$ cat src/rtl/collision_pkg.sv
// Shared types and constants for the per-frame sprite collision detector.
// The popcount helper is sized for the widest supported object count.
package collision_pkg;

    typedef enum logic [0:0] {
        ARMED = 1'b0,
        HIT   = 1'b1
    } coll_state_t;

    localparam int PIXEL_W         = 11;
    localparam int COUNT_W_DEFAULT = 8;
    localparam int MAX_OBJECTS     = 16;

    function automatic logic [4:0] popcount16(input logic [MAX_OBJECTS-1:0] v);
        logic [4:0] n;
        n = '0;
        for (int i = 0; i < MAX_OBJECTS; i++) begin
            n = n + {4'b0000, v[i]};
        end
        return n;
    endfunction

endpackage

$ cat src/rtl/coord_delay_line.sv
// Register chain that lags {x, y} by PIPE_DELAY clocks so the coordinates line up
// with the registered drawingRequest coming out of the bitmap blocks.
module coord_delay_line
    import collision_pkg::*;
#(
    parameter int PIPE_DELAY = 1
) (
    input  logic               clk,
    input  logic               reset,
    input  logic [PIXEL_W-1:0] x_in,
    input  logic [PIXEL_W-1:0] y_in,
    output logic [PIXEL_W-1:0] x_out,
    output logic [PIXEL_W-1:0] y_out
);

    generate
        if (PIPE_DELAY == 0) begin : g_bypass
            assign x_out = x_in;
            assign y_out = y_in;
        end else begin : g_chain
            logic [2*PIXEL_W-1:0] stages [PIPE_DELAY];

            always_ff @(posedge clk) begin
                if (reset) begin
                    for (int i = 0; i < PIPE_DELAY; i++) begin
                        stages[i] <= '0;
                    end
                end else begin
                    stages[0] <= {x_in, y_in};
                    for (int i = 1; i < PIPE_DELAY; i++) begin
                        stages[i] <= stages[i-1];
                    end
                end
            end

            assign x_out = stages[PIPE_DELAY-1][2*PIXEL_W-1:PIXEL_W];
            assign y_out = stages[PIPE_DELAY-1][PIXEL_W-1:0];
        end
    endgenerate

endmodule

$ cat src/rtl/collision_frame_detector.sv
// Flags pixels where two or more sprites draw at once: one pulse plus coordinates on the
// first hit of a frame, and per-frame object/overlap summaries published at startOfFrame.
//
// state | meaning
// ARMED | no overlap reported yet in this frame
// HIT   | first overlap already reported; further overlaps only accumulate
module collision_frame_detector
    import collision_pkg::*;
#(
    parameter int NUM_OBJECTS = 4,
    parameter int PIPE_DELAY  = 1,
    parameter int COUNT_W     = COUNT_W_DEFAULT
) (
    input  logic                   clk,
    input  logic                   reset,
    input  logic                   startOfFrame,
    input  logic [PIXEL_W-1:0]     pixelX,
    input  logic [PIXEL_W-1:0]     pixelY,
    input  logic [NUM_OBJECTS-1:0] drawingRequest,
    output logic                   collisionPulse,
    output logic [PIXEL_W-1:0]     firstHitX,
    output logic [PIXEL_W-1:0]     firstHitY,
    output logic [NUM_OBJECTS-1:0] objHit,
    output logic [COUNT_W-1:0]     overlapCount
);

    coll_state_t              state;
    logic [PIXEL_W-1:0]       x_aligned;
    logic [PIXEL_W-1:0]       y_aligned;
    logic [MAX_OBJECTS-1:0]   req_wide;
    logic [4:0]               req_count;
    logic                     overlap;
    logic [NUM_OBJECTS-1:0]   acc_flags;
    logic [COUNT_W-1:0]       acc_count;

    coord_delay_line #(
        .PIPE_DELAY(PIPE_DELAY)
    ) u_coord_delay (
        .clk   (clk),
        .reset (reset),
        .x_in  (pixelX),
        .y_in  (pixelY),
        .x_out (x_aligned),
        .y_out (y_aligned)
    );

    assign req_wide  = MAX_OBJECTS'(drawingRequest);
    assign req_count = popcount16(req_wide);
    assign overlap   = (req_count >= 5'd2);

    // startOfFrame wins over a coincident overlap: that pixel is neither reported nor counted.
    always_ff @(posedge clk) begin
        if (reset) begin
            state          <= ARMED;
            collisionPulse <= 1'b0;
            firstHitX      <= '0;
            firstHitY      <= '0;
            objHit         <= '0;
            overlapCount   <= '0;
            acc_flags      <= '0;
            acc_count      <= '0;
        end else begin
            collisionPulse <= 1'b0;
            if (startOfFrame) begin
                objHit       <= acc_flags;
                overlapCount <= acc_count;
                acc_flags    <= '0;
                acc_count    <= '0;
                state        <= ARMED;
            end else if (overlap) begin
                acc_flags <= acc_flags | drawingRequest;
                if (acc_count != {COUNT_W{1'b1}}) begin
                    acc_count <= acc_count + COUNT_W'(1);
                end
                if (state == ARMED) begin
                    collisionPulse <= 1'b1;
                    firstHitX      <= x_aligned;
                    firstHitY      <= y_aligned;
                    state          <= HIT;
                end
            end
        end
    end

endmodule

$ cat config.mk
export PLATFORM = sky130hd
export DESIGN_NAME = collision_frame_detector
export DESIGN_NICKNAME = d
export VERILOG_FILES = /design/src/rtl/collision_pkg.sv /design/src/rtl/coord_delay_line.sv /design/src/rtl/collision_frame_detector.sv
export SDC_FILE = /design/constraint.sdc
export NUM_CORES = 1
export LEC_CHECK = 0
export BUFFER_PORTS_ARGS = -buffer_cell sky130_fd_sc_hd__buf_2
export CAP_MARGIN = 0
export CORE_ASPECT_RATIO = 0.75
export CORE_MARGIN = 3
export CORE_UTILIZATION = 55
export CTS_CLUSTER_DIAMETER = 30
export DETAILED_ROUTE_END_ITERATION = 7
export PLACE_DENSITY = 0.81
export SLEW_MARGIN = 20
export SYNTH_ARGS = -nofsm -noshare
export SYNTH_HDL_FRONTEND = slang
export SYNTH_SLANG_ARGS = --single-unit
$ cat constraint.sdc
create_clock -name clk -period 3.85 [get_ports clk]
set_input_delay 0.1925 -clock clk [delete_from_list [all_inputs] [get_ports clk]]
set_output_delay 0.1925 -clock clk [all_outputs]
set_load 0.03 [all_outputs]
==> out/qor.txt <==
IO buf count = 63
Critical Path, Cell by Cell = buf_2 -> inv_1 -> fa_1 -> nand2b_4 -> a211oi_4 -> buf_4 -> mux2i_1 -> nor2_1
Die Y = 63.4 um
Yosys reg bits = 70
DP Area = 2740 um2
Grt ovf = 0
1st-iter DRT viols = 105
Pleak = 1.36 nW
Number of nets still failing antenna checks after routing = 0
DR vias = 1737
Flop-to-flop setup slack = 2310 ps
WP data arrival = 1930 ps
Clock latency on the worst-skew pair = 340 ps
Avg Cell Area, Syn = 10.7 um2
TritonCTS buffer count = 9
Final Hold Viols = 0
Min Tclk post-route = 1720 ps
Fmax = 582 MHz
Slew of the pin with the lowest slew margin = 464 ps
Global Route Usage Sum = 0.194
Post-synth top flop = dfxtp_1
Worst VDD drop = 375 uV
CP max-delay cell = fa_1
CTS sink count = 70
Met1 Use GR = 0.229
Starting utilization of the core area = 0.585
Headroom to the max-slew limit = 0.691
Critical path endpoint category = flip-flop
Die X = 82.5 um
Setup violations, final = 0
Cell area power density = 499 nW/um2
Post-route cell area = 2940 um2
CP max stage delay = 470 ps
GP Congestion = 0.843
Post_cts resized = 0
Tightest Hold Check Type = in2reg
Fin util = 0.713
Most frequent cells in the layout = 70 x dfxtp_1, 63 x buf_2, 42 x nor2_1
Synth-to-Final Area Change = 21.8%
CP Max Fanout = 23
Distinct cell type count after synthesis = 27
Asr flop ratio synth = 0
Synth Cell Area = 2420 um2
CTS hold repair buffers = 0
Num rows = 20
Clock tree buffer depth = 2
Post-CTS Setup Inserts = 0
Max-slew violation count = 0
Met3 global-route usage = 0.0857
Post-synth EDFFs = 0
Antenna violations before repair = 0
RSZ-0062 raised after global routing = no
Largest net degree at the start of global routing = 42
Vias per cell = 4.96
CTS tree = yes
Status = complete, no violations
Num ports = 64
Antenna diode count = 0
Drt pass-1 iters = 5
H-tree depth = 3
Startpoint types = input port
Critical path class = in2reg
Vias in the first global route = 1633
Max-capacitance violation count = 0
First-pass GRT wire length = 7470 um
Die area = 5230 um2
Clock Root Buffer = clkbuf_8
Tot Pwr = 1.47 mW
Fill count = 317
Clk pin slew, worst setup/hold paths = 70 ps
Final wirelength = 4610 um
Commonest non-fill, non-tap cell in the layout = dfxtp_1
Worst Skew = 7.28 ps
Required time worst endpoint = 4060 ps
Core ar. = 4130 um2
Mapped Nets = 257
Total negative slack = 0 ps
NumNets Final = 321
Wire length per cell = 13.2 um
Sequential share of the synthesized area = 0.580
GRT busiest layer = met2
GR met2 Demand/Resource = 0.300
Period utilisation layout = 0.446
Syn. warnings = 0
Share of cells above drive strength 1 = 0.288
Cell count after synthesis = 226
Hpwl dp = 3180 um
Remaining DRCs = 0
## path summary, 6_finish.rpt
check / startpoint / to / cells after the start
hold / removal: pixelY[6] / u_coord_delay.g_chain.stages[0][6] / 2
hold reg to reg: u_coord_delay.g_chain.stages[0][5] / firstHitY[5] / 2
setup reg to reg: acc_count[0] / acc_count[4] / 5
setup / recovery: drawingRequest[0] / firstHitX[9] / 8
## state kept, by name, summed over array words and instances (netlist names)
name,flops
objHit,4
collisionPulse,1
firstHitX,11
firstHitY,11
overlapCount,8
acc_flags,4
u_coord_delay.g_chain.stages,22
acc_count,8
state,1
## power breakdown
part           leakage [nW]  switching, mW  internal [mW]
registers             0.573         0.0124          0.752
logic                 0.685         0.0781         0.0541
clock network         0.102          0.260          0.314
total                  1.36          0.350           1.12
## cell families (layout without fill, tap and decap cells)
group           Yosys count  after routing  synth area share
simple gates             83             83             0.169
flops                    70             70             0.580
mux                      34             34             0.141
compound gates           20             20            0.0570
buf+inv                  16             85            0.0357
fa+ha+maj                 2              2            0.0135
xor+xnor                  1              1           0.00363
## critical path: cells and delay by family
family          cells  cell delay (ps)
buf+inv             3              520
compound gates      1              220
fa+ha+maj           1              470
simple gates        2              250
mux                 1              250
## per-layer routing
metal  share of wire  vias up
li1                -      879
met1            0.46      787
met2            0.45       62
met3           0.080        9
met4           0.015        0
met5               0        -
## area by class of cell
cell class              instances  area, um2  area share
clock buffers                  10        138      0.0468
flip-flops and latches         70       1400       0.476
inverters                       4       15.0     0.00510
repair buffers                 65        330       0.112
clock inverters                 6       61.3      0.0208
well taps                      55       68.8      0.0234
multi-input cells             140        928       0.315
## cells in the mapped netlist (all sizes together), types with 2 or more instances
cell type | n | area [um2]
clkbuf | 7 | 26.3
a21oi | 9 | 45.0
nor2b | 23 | 144
nor3 | 2 | 10.0
a211oi | 2 | 27.5
nand2 | 5 | 18.8
o21ai | 2 | 10.0
and4b | 2 | 20.0
a31oi | 3 | 18.8
nand3 | 4 | 20.0
dfxtp | 70 | 1400
mux2i | 34 | 340
or2 | 2 | 12.5
buf | 5 | 45.0
a311oi | 2 | 17.5
nor2 | 42 | 158
inv | 4 | 15.0
## metrics by stage
| step | hold slack [ps] | std cells | setup slack [ps] |
|---|---|---|---|
| 4_1_cts | 38.1 | 350 | 2160 |
| 5_1_grt | 47.1 | 350 | 2050 |
| 2_1_floorplan | 321 | 226 | 2050 |
| 3_5_place_dp | 404 | 334 | 1800 |
| 6_report | 59.9 | 350 | 2130 |
| 3_3_place_gp | 401 | 334 | 1860 |
Note: power is estimated with default switching activity, not from simulation.
